[src/rtl/rename_dispatch_nw_pkg.sv]
// Shared types for the rename/dispatch stage: opcodes, mul/div funct3,
// reservation-station classes, the per-lane decode bundle and a classifier.
package rename_dispatch_nw_pkg;

    typedef enum logic [6:0] {
        OPC_LUI    = 7'b0110111,
        OPC_AUIPC  = 7'b0010111,
        OPC_JAL    = 7'b1101111,
        OPC_JALR   = 7'b1100111,
        OPC_BRANCH = 7'b1100011,
        OPC_LOAD   = 7'b0000011,
        OPC_STORE  = 7'b0100011,
        OPC_IMM    = 7'b0010011,
        OPC_OP     = 7'b0110011,
        OPC_SYSTEM = 7'b1110011
    } opcode_e;

    typedef enum logic [2:0] {
        F3_MUL, F3_MULH, F3_MULHSU, F3_MULHU,
        F3_DIV, F3_DIVU, F3_REM, F3_REMU
    } muldiv_f3_e;

    typedef enum logic [1:0] {
        RS_ALU = 2'd0,
        RS_MUL = 2'd1,
        RS_DIV = 2'd2
    } rs_class_e;

    localparam logic [6:0] F7_MULDIV = 7'b0000001;

    typedef struct packed {
        opcode_e     opcode;
        logic [6:0]  funct7;
        logic [2:0]  funct3;
        logic [4:0]  rd;
        logic [4:0]  rs1;
        logic [4:0]  rs2;
    } decode_info_t;

    function automatic rs_class_e classify(
        input opcode_e    op,
        input logic [6:0] f7,
        input logic [2:0] f3
    );
        if (op == OPC_OP && f7 == F7_MULDIV)
            return (f3 >= F3_DIV) ? RS_DIV : RS_MUL;
        return RS_ALU;
    endfunction

endpackage

[src/rtl/rename_dispatch_nw_decode.sv]
// Per-lane combinational decode for dispatch.
// Ports: i_inst (32b instruction) -> o_info (decode fields with unused
// register fields zeroed), o_cls (RS class), o_needs_preg (rd != x0).
module rename_dispatch_nw_decode
    import rename_dispatch_nw_pkg::*;
(
    input  logic [31:0]  i_inst,
    output decode_info_t o_info,
    output rs_class_e    o_cls,
    output logic         o_needs_preg
);

    opcode_e w_op;
    logic    w_has_rd;
    logic    w_has_rs1;
    logic    w_has_rs2;

    always_comb begin
        w_op      = opcode_e'(i_inst[6:0]);
        w_has_rd  = 1'b1;
        w_has_rs1 = 1'b1;
        w_has_rs2 = 1'b0;
        // Field positions that hold immediate bits are not register reads/writes.
        unique case (1'b1)
            (w_op == OPC_LUI) || (w_op == OPC_AUIPC) || (w_op == OPC_JAL):
                w_has_rs1 = 1'b0;
            (w_op == OPC_BRANCH) || (w_op == OPC_STORE): begin
                w_has_rd  = 1'b0;
                w_has_rs2 = 1'b1;
            end
            (w_op == OPC_OP):
                w_has_rs2 = 1'b1;
            default: ;
        endcase

        o_info.opcode = w_op;
        o_info.funct7 = i_inst[31:25];
        o_info.funct3 = i_inst[14:12];
        o_info.rd     = w_has_rd  ? i_inst[11:7]  : 5'd0;
        o_info.rs1    = w_has_rs1 ? i_inst[19:15] : 5'd0;
        o_info.rs2    = w_has_rs2 ? i_inst[24:20] : 5'd0;
        o_cls         = classify(w_op, i_inst[31:25], i_inst[14:12]);
        o_needs_preg  = (o_info.rd != 5'd0);
    end

endmodule

[src/rtl/rename_dispatch_nw.sv]
// N-wide in-order rename/dispatch: renames the longest resource-fitting
// prefix of the IQ head, bypasses intra-group RAW, registers the packet.
// Ports: iq_* (IQ head/pop), fl_* (free list), rob_* / rs_free (capacity),
// rat_* (RAT read/write), out_* (registered dispatch packet).
// Optional RENAME_DISPATCH_RVFI_EN adds out_order, out_pc_wdata,
// out_rs1_s, out_rs2_s, out_regf_we and the 64b retire-order counter.
module rename_dispatch_nw
    import rename_dispatch_nw_pkg::*;
#(
    parameter int WIDTH         = 2,
    parameter int PHYS_REG_BITS = 6,
    parameter int ROB_IDX_BITS  = 5,
    parameter int NUM_RS        = 3,
    parameter int CNT_BITS      = 3
) (
    input  logic                           clk,
    input  logic                           rst,
    input  logic                           flush,
    input  logic [WIDTH-1:0]               iq_valid,
    input  logic [WIDTH*32-1:0]            iq_inst,
    input  logic [WIDTH*32-1:0]            iq_pc,
    output logic [CNT_BITS-1:0]            iq_deq_cnt,
    input  logic [CNT_BITS-1:0]            fl_avail,
    input  logic [WIDTH*PHYS_REG_BITS-1:0] fl_preg,
    output logic [CNT_BITS-1:0]            fl_deq_cnt,
    input  logic [CNT_BITS-1:0]            rob_free,
    input  logic [ROB_IDX_BITS-1:0]        rob_tail,
    input  logic [NUM_RS*CNT_BITS-1:0]     rs_free,
    output logic [WIDTH*5-1:0]             rat_rs1,
    output logic [WIDTH*5-1:0]             rat_rs2,
    input  logic [WIDTH*PHYS_REG_BITS-1:0] rat_ps1,
    input  logic [WIDTH*PHYS_REG_BITS-1:0] rat_ps2,
    input  logic [WIDTH-1:0]               rat_v1,
    input  logic [WIDTH-1:0]               rat_v2,
    output logic [WIDTH-1:0]               rat_we,
    output logic [WIDTH*5-1:0]             rat_rd,
    output logic [WIDTH*PHYS_REG_BITS-1:0] rat_pd,
    output logic [WIDTH-1:0]               out_valid,
    output decode_info_t [WIDTH-1:0]       out_info,
    output logic [WIDTH*PHYS_REG_BITS-1:0] out_pd,
    output logic [WIDTH*PHYS_REG_BITS-1:0] out_ps1,
    output logic [WIDTH*PHYS_REG_BITS-1:0] out_ps2,
    output logic [WIDTH-1:0]               out_v1,
    output logic [WIDTH-1:0]               out_v2,
    output logic [WIDTH*ROB_IDX_BITS-1:0]  out_rob_idx,
`ifdef RENAME_DISPATCH_RVFI_EN
    output logic [WIDTH*64-1:0]            out_order,
    output logic [WIDTH*32-1:0]            out_pc_wdata,
    output logic [WIDTH*5-1:0]             out_rs1_s,
    output logic [WIDTH*5-1:0]             out_rs2_s,
    output logic [WIDTH-1:0]               out_regf_we,
`endif
    output logic [WIDTH*2-1:0]             out_rs_class
);

    localparam int PRB = PHYS_REG_BITS;
    localparam int RIB = ROB_IDX_BITS;

    decode_info_t         w_info [WIDTH];
    rs_class_e            w_cls  [WIDTH];
    logic [WIDTH-1:0]     w_need;
    logic [PRB-1:0]       w_fl   [WIDTH];
    logic [PRB-1:0]       w_rps1 [WIDTH];
    logic [PRB-1:0]       w_rps2 [WIDTH];
    logic [CNT_BITS-1:0]  w_rsf  [NUM_RS];

    logic [PRB-1:0]       w_pd   [WIDTH];
    logic [PRB-1:0]       w_ps1  [WIDTH];
    logic [PRB-1:0]       w_ps2  [WIDTH];
    logic [WIDTH-1:0]     w_v1;
    logic [WIDTH-1:0]     w_v2;
    logic [WIDTH-1:0]     w_disp;
    logic [CNT_BITS-1:0]  w_cfl;
    logic [CNT_BITS-1:0]  w_crs  [NUM_RS];
    logic [CNT_BITS-1:0]  w_deq;
    logic [CNT_BITS-1:0]  w_fldeq;
    logic                 w_prev;
    logic                 w_rsok;

    genvar g;
    generate
        for (g = 0; g < WIDTH; g++) begin : g_lane
            rename_dispatch_nw_decode u_dec (
                .i_inst       (iq_inst[g*32 +: 32]),
                .o_info       (w_info[g]),
                .o_cls        (w_cls[g]),
                .o_needs_preg (w_need[g])
            );
            assign w_fl[g]   = fl_preg[g*PRB +: PRB];
            assign w_rps1[g] = rat_ps1[g*PRB +: PRB];
            assign w_rps2[g] = rat_ps2[g*PRB +: PRB];

            assign rat_we[g]           = w_disp[g] & w_need[g];
            assign rat_rs1[g*5 +: 5]   = rst ? 5'd0 : w_info[g].rs1;
            assign rat_rs2[g*5 +: 5]   = rst ? 5'd0 : w_info[g].rs2;
            assign rat_rd[g*5 +: 5]    = rst ? 5'd0 : w_info[g].rd;
            assign rat_pd[g*PRB +: PRB] = rst ? '0 : w_pd[g];
        end
        for (g = 0; g < NUM_RS; g++) begin : g_rs
            assign w_rsf[g] = rs_free[g*CNT_BITS +: CNT_BITS];
        end
    endgenerate

    always_comb begin
        w_cfl   = '0;
        w_deq   = '0;
        w_fldeq = '0;
        w_disp  = '0;
        w_v1    = '0;
        w_v2    = '0;
        w_rsok  = 1'b0;
        // Any lane failing breaks the chain for all younger lanes.
        w_prev  = !rst && !flush;
        for (int c = 0; c < NUM_RS; c++)
            w_crs[c] = '0;
        for (int i = 0; i < WIDTH; i++) begin
            w_pd[i]  = '0;
            w_ps1[i] = '0;
            w_ps2[i] = '0;
        end

        for (int i = 0; i < WIDTH; i++) begin
            // Free-list head entries go, in order, only to lanes writing rd.
            if (w_need[i])
                for (int k = 0; k < WIDTH; k++)
                    if (k == int'(w_cfl))
                        w_pd[i] = w_fl[k];
            w_cfl = w_cfl + CNT_BITS'(w_need[i]);

            w_rsok = 1'b0;
            for (int c = 0; c < NUM_RS; c++)
                if (int'(w_cls[i]) == c) begin
                    w_crs[c] = w_crs[c] + CNT_BITS'(1);
                    w_rsok   = (w_crs[c] <= w_rsf[c]);
                end

            w_disp[i] = w_prev && iq_valid[i] && w_rsok
                     && (w_cfl <= fl_avail)
                     && (CNT_BITS'(i + 1) <= rob_free);
            w_prev  = w_disp[i];
            w_deq   = w_deq + CNT_BITS'(w_disp[i]);
            w_fldeq = w_fldeq + CNT_BITS'(w_disp[i] & w_need[i]);

            // Ascending scan leaves the youngest older producer in place.
            w_ps1[i] = w_rps1[i];
            w_v1[i]  = rat_v1[i];
            w_ps2[i] = w_rps2[i];
            w_v2[i]  = rat_v2[i];
            for (int j = 0; j < i; j++) begin
                if (w_info[j].rd == w_info[i].rs1) begin
                    w_ps1[i] = w_pd[j];
                    w_v1[i]  = 1'b0;
                end
                if (w_info[j].rd == w_info[i].rs2) begin
                    w_ps2[i] = w_pd[j];
                    w_v2[i]  = 1'b0;
                end
            end
            if (w_info[i].rs1 == 5'd0) begin
                w_ps1[i] = '0;
                w_v1[i]  = 1'b1;
            end
            if (w_info[i].rs2 == 5'd0) begin
                w_ps2[i] = '0;
                w_v2[i]  = 1'b1;
            end
        end
    end

    assign iq_deq_cnt = w_deq;
    assign fl_deq_cnt = w_fldeq;

    logic [WIDTH-1:0]             r_valid;
    decode_info_t [WIDTH-1:0]     r_info;
    logic [WIDTH*PRB-1:0]         r_pd;
    logic [WIDTH*PRB-1:0]         r_ps1;
    logic [WIDTH*PRB-1:0]         r_ps2;
    logic [WIDTH-1:0]             r_v1;
    logic [WIDTH-1:0]             r_v2;
    logic [WIDTH*RIB-1:0]         r_rob;
    logic [WIDTH*2-1:0]           r_cls;

    always_ff @(posedge clk or posedge rst) begin
        if (rst) begin
            r_valid <= '0;
            r_info  <= '0;
            r_pd    <= '0;
            r_ps1   <= '0;
            r_ps2   <= '0;
            r_v1    <= '0;
            r_v2    <= '0;
            r_rob   <= '0;
            r_cls   <= '0;
        end else begin
            r_valid <= w_disp;
            for (int i = 0; i < WIDTH; i++) begin
                r_info[i]            <= w_disp[i] ? w_info[i] : '0;
                r_pd[i*PRB +: PRB]   <= w_disp[i] ? w_pd[i]  : '0;
                r_ps1[i*PRB +: PRB]  <= w_disp[i] ? w_ps1[i] : '0;
                r_ps2[i*PRB +: PRB]  <= w_disp[i] ? w_ps2[i] : '0;
                r_v1[i]              <= w_disp[i] & w_v1[i];
                r_v2[i]              <= w_disp[i] & w_v2[i];
                r_rob[i*RIB +: RIB]  <= w_disp[i] ? rob_tail + RIB'(i) : '0;
                r_cls[i*2 +: 2]      <= w_disp[i] ? 2'(w_cls[i]) : 2'd0;
            end
        end
    end

    assign out_valid    = r_valid;
    assign out_info     = r_info;
    assign out_pd       = r_pd;
    assign out_ps1      = r_ps1;
    assign out_ps2      = r_ps2;
    assign out_v1       = r_v1;
    assign out_v2       = r_v2;
    assign out_rob_idx  = r_rob;
    assign out_rs_class = r_cls;

`ifdef RENAME_DISPATCH_RVFI_EN
    logic [63:0]          r_order;
    logic [WIDTH*64-1:0]  r_ord_o;
    logic [WIDTH*32-1:0]  r_pcw;
    logic [WIDTH*5-1:0]   r_rs1s;
    logic [WIDTH*5-1:0]   r_rs2s;
    logic [WIDTH-1:0]     r_rfwe;

    always_ff @(posedge clk or posedge rst) begin
        if (rst) begin
            r_order <= '0;
            r_ord_o <= '0;
            r_pcw   <= '0;
            r_rs1s  <= '0;
            r_rs2s  <= '0;
            r_rfwe  <= '0;
        end else begin
            r_order <= r_order + 64'(w_deq);
            for (int i = 0; i < WIDTH; i++) begin
                r_ord_o[i*64 +: 64] <= w_disp[i] ? r_order + 64'(i) : '0;
                r_pcw[i*32 +: 32]   <= w_disp[i] ? iq_pc[i*32 +: 32] + 32'd4 : '0;
                r_rs1s[i*5 +: 5]    <= w_disp[i] ? w_info[i].rs1 : 5'd0;
                r_rs2s[i*5 +: 5]    <= w_disp[i] ? w_info[i].rs2 : 5'd0;
                r_rfwe[i]           <= w_disp[i] & w_need[i];
            end
        end
    end

    assign out_order    = r_ord_o;
    assign out_pc_wdata = r_pcw;
    assign out_rs1_s    = r_rs1s;
    assign out_rs2_s    = r_rs2s;
    assign out_regf_we  = r_rfwe;
`else
    // PC only feeds the monitor path.
    logic w_unused_pc;
    assign w_unused_pc = ^iq_pc;
`endif

endmodule

[config.mk]
export PLATFORM = sky130hd
export DESIGN_NAME = rename_dispatch_nw
export DESIGN_NICKNAME = d
export VERILOG_FILES = /design/src/rtl/rename_dispatch_nw_pkg.sv /design/src/rtl/rename_dispatch_nw_decode.sv /design/src/rtl/rename_dispatch_nw.sv
export SDC_FILE = /design/constraint.sdc
export NUM_CORES = 1
export LEC_CHECK = 0
export CAP_MARGIN = 20
export CELL_PAD_IN_SITES_DETAIL_PLACEMENT = 0
export CELL_PAD_IN_SITES_GLOBAL_PLACEMENT = 1
export CORE_ASPECT_RATIO = 0.8
export CORE_MARGIN = 2
export CORE_UTILIZATION = 27
export CTS_CLUSTER_SIZE = 8
export DETAILED_ROUTE_END_ITERATION = 12
export PLACE_DENSITY_LB_ADDON = 0.25
export SLEW_MARGIN = 20
export SYNTH_ARGS = -nofsm -noshare
export SYNTH_HDL_FRONTEND = slang
export SYNTH_SLANG_ARGS = --single-unit
[constraint.sdc]
create_clock -name clk -period 14.7 [get_ports clk]
set_clock_uncertainty 0.05 [all_clocks]
set_input_delay 3.675 -clock clk [delete_from_list [all_inputs] [get_ports clk]]
set_output_delay 3.675 -clock clk [all_outputs]
set_load 0.01 [all_outputs]
==> flow_metrics.py, run 1 <==
metrics = {
    "outcome": {
        "outcome": "complete, no violations",
    },
    "floorplan": {
        "ios": 363,
        "dieArea_um2": 20800,
        "fp.dieW_um": 161,
        "core_area_um2": 19100,
        "rows": 45,
        "start_util_pct": 27.8,
        "die_h_um": 130,
    },
    "setup_path": {
        "crit_arrival_ns": 8.73,
        "worstPathRequired_ns": 10.97,
        "path_max_fanout": 20,
        "critical_path_class": "in2out",
        "crit_path_end_kind": "output port",
        "cp-start-kind": "input port",
        "cp-startpoint": "iq_inst[3]",
    },
    "cts": {
        "ctsRootBufferMaster": "clkbuf_16",
        "numCtsBuffers": 17,
        "postCtsHoldBufs": 0,
        "cts_sinks": 120,
        "cts_max_path_buffers": 2,
        "htree_levels": 4,
        "cts-resized-gates": 0,
        "post_cts_buffers": 0,
        "cts_tree": "done",
        "clkTransAtPathRegs_ns": 0.05,
    },
    "global_routing": {
        "grt_pass1_wl_um": 28400,
        "antenna_found_initial": 0,
        "grt_max_degree": 96,
        "grt_overflow": 0,
        "grt_usage_pct": 18.1,
        "first_global_vias": 4918,
    },
    "synth": {
        "synth_edf_count": 0,
        "synthTopCellsByArea": "dfrtp_1 (56%), and3_1 (8.7%), and2_1 (6.7%)",
        "syn_area_per_cell_um2": 10.9,
        "synth-compound-area-share_pct": 6.82,
        "yosysWarnings": 0,
        "yosys_register_bits": 120,
        "synthFlopType": "dfrtp_1",
        "yosysTopAreaCell": "dfrtp_1",
        "synth-simple-area-share_pct": 26.0,
        "synth.distinct_cells": 50,
        "muxShareOfSynthArea_pct": 1.55,
        "synth_top_family_by_area": "simple AND/OR/NAND/NOR gates",
        "synthCells": 486,
        "synth-xor-area-share_pct": 1.81,
        "yosysSeqAreaShare_pct": 56.5,
        "synth_fa_ha_area_share_pct": 3.06,
        "yosys.area.top_type_share_pct": 56.5,
        "synthesis.area_um2": 5320,
        "async_flop_share_pct": 100,
    },
    "detailed_routing": {
        "drtIter0Drc": 296,
        "viasPerCell": 4.63,
        "drc": 0,
        "dr_total_vias": 4860,
        "firstDrtPassIters": 4,
        "ant_nets": 0,
        "wl_um": 19100,
        "wl_per_cell_um": 18.2,
    },
    "power_and_ir_drop": {
        "p_int_w": 0.000687,
        "switching_power_w": 0.000204,
        "p_sw_share_pct": 22.9,
        "fin_total_pwr_w": 0.000891,
        "vdd_drop_max_v": 0.0000622,
        "combPwrFrac_pct": 12.5,
        "p_seq_share_pct": 37.7,
        "p_clk_share_pct": 49.8,
        "leakagePower_nw": 4.20,
        "powerDensity_nw_per_um2": 97.3,
    },
    "sta": {
        "finalHoldViolations": 0,
        "tns_ns": 0,
        "slew_violations": 0,
        "worst_pin_slew_ns": 1.04,
        "fin_crit_ns": 12.45,
        "holdWs_ns": 3.76,
        "rsz0062_at_grt": "false",
        "fin_crit_sh_pct": 84.7,
        "setup-violations-final": 0,
        "maxSlewHeadroom_pct": 30.3,
        "max_freq_mhz": 80.3,
    },
    "job": {
        "maxCapViolCount": 0,
    },
    "placed_design": {
        "dp_hpwl_um": 14700,
        "gp_congestion": 0.805,
        "io_buffers": 296,
    },
    "final_layout": {
        "antennaDiodeCount": 0,
        "layout-drive-gt1-share_pct": 6.45,
        "areaGrowthSynthToFinish_pct": 72.0,
        "fin_nets": 984,
    },
    "hold_path": {
        "min_from": "rat_v1[0]",
        "hold_path.class": "in2reg",
    },
}
## routing by layer
layer	share of wire (%)	GRT usage, %	wire (um)
met5	0	0	0
met4	1.4	5.46	267
met3	9.4	6.27	1800
met2	46	29.5	8870
met1	43	22.8	8160
## power by group through the flow
stage                     sequential (W)  clock, W  combinational, W
final                           0.000336  0.000443          0.000112
after CTS                       0.000336  0.000454          0.000113
after global placement          0.000342         0          0.000111
after global routing            0.000336  0.000468          0.000121
after detailed placement        0.000342         0          0.000112
after floorplan                 0.000344         0         0.0000378
## worst paths after layout
kind,endpoint,slack [ns],depth (start not counted)
setup / recovery,fl_deq_cnt[0],2.25,13
hold / removal,out_v1[0],3.76,3
max in group asynchronous,out_info[23],9.55,3
min in group asynchronous,out_info[15],3.81,2
## layout make-up
| class | count | area (um^2) |
|---|---|---|
| fillers | 1793 | 9990 |
| clock inverters | 12 | 174 |
| repair buffers | 304 | 3020 |
| inverters | 16 | 70.1 |
| multi-input cells | 319 | 2100 |
| well taps | 258 | 323 |
| flip-flops and latches | 120 | 3000 |
| clock buffers | 20 | 457 |
## stage by stage
stage          setup WS, ns  std cells  cell area, um^2  util [%]
6_report               2.25       1049             9150      47.8
5_1_grt                1.83       1049             9150      47.8
4_1_cts                2.17       1049             9150      47.8
3_5_place_dp           2.21       1017             8520      44.5
3_3_place_gp           2.22       1017             8520      44.5
2_1_floorplan          2.96        487             5320         -
## flip-flops by register name, summed over array words and instances (netlist names)
signal / cells
out_rob_idx: 10
out_rs_class: 4
out_v2: 2
out_pd: 12
out_v1: 2
out_ps1: 12
out_info: 64
out_valid: 2
out_ps2: 12
## cell usage after synthesis (2+ instances only)
cell type  instances
inv_1             15
o31ai_1           12
nor3_1            10
buf_4              3
and2_1            57
mux2_2             2
xnor2_1            7
buf_6              3
nand3_1            8
nand4_1           13
ha_1              13
buf_2              3
a21oi_1           22
mux2i_1            6
dfrtp_1          120
nor2_1            23
nor4_1             4
nand2_1            7
a211oi_1           3
and3_1            74
nor3_2             4
clkbuf_1          22
o21a_1             3
nor4b_1            2
nor3b_1            2
o21ai_0           11
nor2b_1            3
nand3b_1           2
xor2_1             4
or4_1              8
## cell usage in the layout (no fill, tap or decap), types with 4 or more instances in the layout
cell type	n
o21ai_0	11
or4_1	8
nor3_1	10
clkinv_4	4
nand2_1	7
nand3_1	8
xor2_1	4
and3_1	74
clkdlybuf4s50_1	296
and2_1	57
inv_1	14
a21oi_1	21
clkbuf_16	17
mux2i_1	6
bufinv_16	4
nand4_1	13
dfrtp_1	120
clkinv_2	4
nor4_1	4
ha_1	13
buf_4	8
o31ai_1	12
xnor2_1	7
nor3_2	4
nor2_1	23
## logic make-up (layout without fill, tap and decap cells)
kind of cell | after synthesis | after routing
AND/OR/NAND/NOR | 226 | 226
flip-flops | 120 | 120
AO/OA/AOI/OAI | 59 | 59
buffers and inverters | 48 | 352
adder cells (fa/ha/maj) | 13 | 13
XOR/XNOR | 11 | 11
multiplexers | 8 | 8
other | 1 | 2
## critical path, cell delays in order
cell	delay, ns
clkdlybuf4s50_1	0.51
nand4b_2	0.24
nor3_1	0.11
a21oi_2	0.77
inv_1	0.17
ha_1	0.32
o41ai_1	0.83
a211o_1	0.57
or3_1	0.27
buf_4	0.26
nor2_1	0.09
ha_1	0.33
clkdlybuf4s50_1	0.56
Power figures use the tool's default switching activity.
==> inputs of run 2 (changes only) <==
--- a/config.mk
+++ b/config.mk
@@ -10,7 +10,7 @@
 export CELL_PAD_IN_SITES_GLOBAL_PLACEMENT = 1
 export CORE_ASPECT_RATIO = 0.8
 export CORE_MARGIN = 2
-export CORE_UTILIZATION = 27
+export CORE_UTILIZATION = 23
 export CTS_CLUSTER_SIZE = 8
 export DETAILED_ROUTE_END_ITERATION = 12
 export PLACE_DENSITY_LB_ADDON = 0.25
==> constraint.sdc (replaced) <==
create_clock -name clk -period 11.4 [get_ports clk]
set_clock_uncertainty 0.05 [all_clocks]
set_input_delay 2.85 -clock clk [delete_from_list [all_inputs] [get_ports clk]]
set_output_delay 2.85 -clock clk [all_outputs]
set_load 0.01 [all_outputs]
==> flow_metrics.py, run 2 (synthesis gave the netlist of run 1 again) <==
metrics = {
    "cts": {
        "cts_max_path_buffers": 2,
        "ctsRootBufferMaster": "clkbuf_16",
        "postCtsHoldBufs": 0,
        "cts_tree": "done",
        "htree_levels": 4,
        "cts_sinks": 120,
        "cts-resized-gates": 0,
        "clkTransAtPathRegs_ns": 0.06,
        "post_cts_buffers": 0,
        "numCtsBuffers": 17,
    },
    "detailed_routing": {
        "drc": 0,
        "wl_per_cell_um": 18.4,
        "wl_um": 20300,
        "ant_nets": 0,
        "firstDrtPassIters": 6,
        "viasPerCell": 4.47,
        "drtIter0Drc": 185,
        "dr_total_vias": 4937,
    },
    "sta": {
        "maxSlewHeadroom_pct": 25.4,
        "rsz0062_at_grt": "false",
        "worst_pin_slew_ns": 1.11,
        "setup-violations-final": 0,
        "tns_ns": 0,
        "slew_violations": 0,
        "fin_crit_sh_pct": 89.2,
        "finalHoldViolations": 0,
        "holdWs_ns": 2.92,
        "fin_crit_ns": 10.17,
        "max_freq_mhz": 98.3,
    },
    "global_routing": {
        "first_global_vias": 5169,
        "grt_usage_pct": 16.8,
        "grt_overflow": 0,
        "grt_pass1_wl_um": 31100,
        "grt_max_degree": 97,
        "antenna_found_initial": 1,
    },
    "final_layout": {
        "mostFrequentLayoutCell": "clkdlybuf4s50_1",
        "fin_nets": 991,
        "antennaDiodeCount": 0,
        "largest_reg_flops": 64,
        "layout-drive-gt1-share_pct": 7.39,
        "areaGrowthSynthToFinish_pct": 75.2,
        "fillerInstances": 2231,
        "final_cell_mix": "clkdlybuf4s50_1 (296), dfrtp_1 (120), and3_1 (74), and2_1 (57), nor2_1 (23)",
        "regArea_um2": 3000,
        "multi_input_area_um2": 2100,
    },
    "power_and_ir_drop": {
        "combPwrFrac_pct": 12.2,
        "fin_total_pwr_w": 0.00120,
        "p_clk_share_pct": 51.9,
        "switching_power_w": 0.000276,
        "vdd_drop_max_v": 0.0000615,
        "leakagePower_nw": 4.25,
        "p_seq_share_pct": 36.0,
        "powerDensity_nw_per_um2": 129,
        "p_int_w": 0.000928,
        "p_sw_share_pct": 22.9,
    },
    "setup_path": {
        "cp-start-kind": "input port",
        "critPathBufInv": 4,
        "critical_path_class": "in2out",
        "crit_arrival_ns": 7.27,
        "cp_slowest_cell": "or3_1",
        "crit_path_end_kind": "output port",
        "critPathTopFamily": "simple AND/OR/NAND/NOR gates",
        "crit_cells": 15,
        "slowest_delay_ns": 0.53,
        "path_max_fanout": 11,
        "path_cells": "clkdlybuf4s50_1 -> and4bb_2 -> nand3b_1 -> o21ai_1 -> inv_1 -> ha_1 -> ha_1 -> nor2b_1 -> o21ai_0 -> o211ai_1 -> or3_1 -> buf_4 -> nor2_1 -> ha_1 -> clkdlybuf4s50_1",
        "worstPathRequired_ns": 8.50,
        "critPathMostFrequentCell": "ha_1",
    },
    "floorplan": {
        "die_h_um": 140,
        "fp.dieW_um": 174,
        "ios": 363,
        "start_util_pct": 23.6,
        "rows": 49,
        "core_area_um2": 22600,
        "dieArea_um2": 24400,
    },
    "placed_design": {
        "gp_congestion": 0.811,
        "dp_hpwl_um": 15600,
        "io_buffers": 296,
    },
    "job": {
        "maxCapViolCount": 0,
    },
    "outcome": {
        "outcome": "complete, no violations",
    },
    "hold_path": {
        "holdPathStages": 3,
        "hold_path.class": "in2reg",
    },
}
run 2: worst paths after layout:
path	start	to	slack, ns
max	iq_inst[35]	fl_deq_cnt[0]	1.23
min in group asynchronous	rst	out_info[16]	2.97
min	rat_v1[0]	out_v1[0]	2.92
max in group asynchronous	rst	out_info[14]	7.28
run 2: per-layer routing:
layer | GRT usage [%] | vias up | share of wire [%]
met5 | 0 | - | 0.064
met4 | 4.51 | 2 | 1.3
met3 | 7.27 | 22 | 11
met2 | 27.7 | 238 | 47
met1 | 20.2 | 2369 | 41
li1 | - | 2306 | -
run 2: cell type report:
cell class	count	area share, %
clock buffer	18	4.71
clock inverter	14	2.63
sequential	120	32.2
inverter	16	0.752
timing repair buffer	311	33.0
multi-input combinational	319	22.5
tap	306	4.11
run 2: stage by stage:
stage / instance area (um^2) / std cells / util [%] / worst slack (ns)
after floorplan: 5320 / 487 / - / 1.31
after global placement: 8630 / 1072 / 38.3 / 1.14
after detailed placement: 8630 / 1072 / 38.3 / 1.11
after CTS: 9320 / 1104 / 41.3 / 1.10
after global routing: 9320 / 1104 / 41.3 / 0.757
final: 9320 / 1104 / 41.3 / 1.23
run 2: power by group through the flow:
stage	sequential, W	clock [W]	combinational, W
floorplan	0.000444	0	0.0000487
global placement	0.000441	0	0.000146
detailed placement	0.000441	0	0.000148
CTS	0.000433	0.000641	0.000148
global route	0.000433	0.000662	0.000160
finish	0.000433	0.000624	0.000146
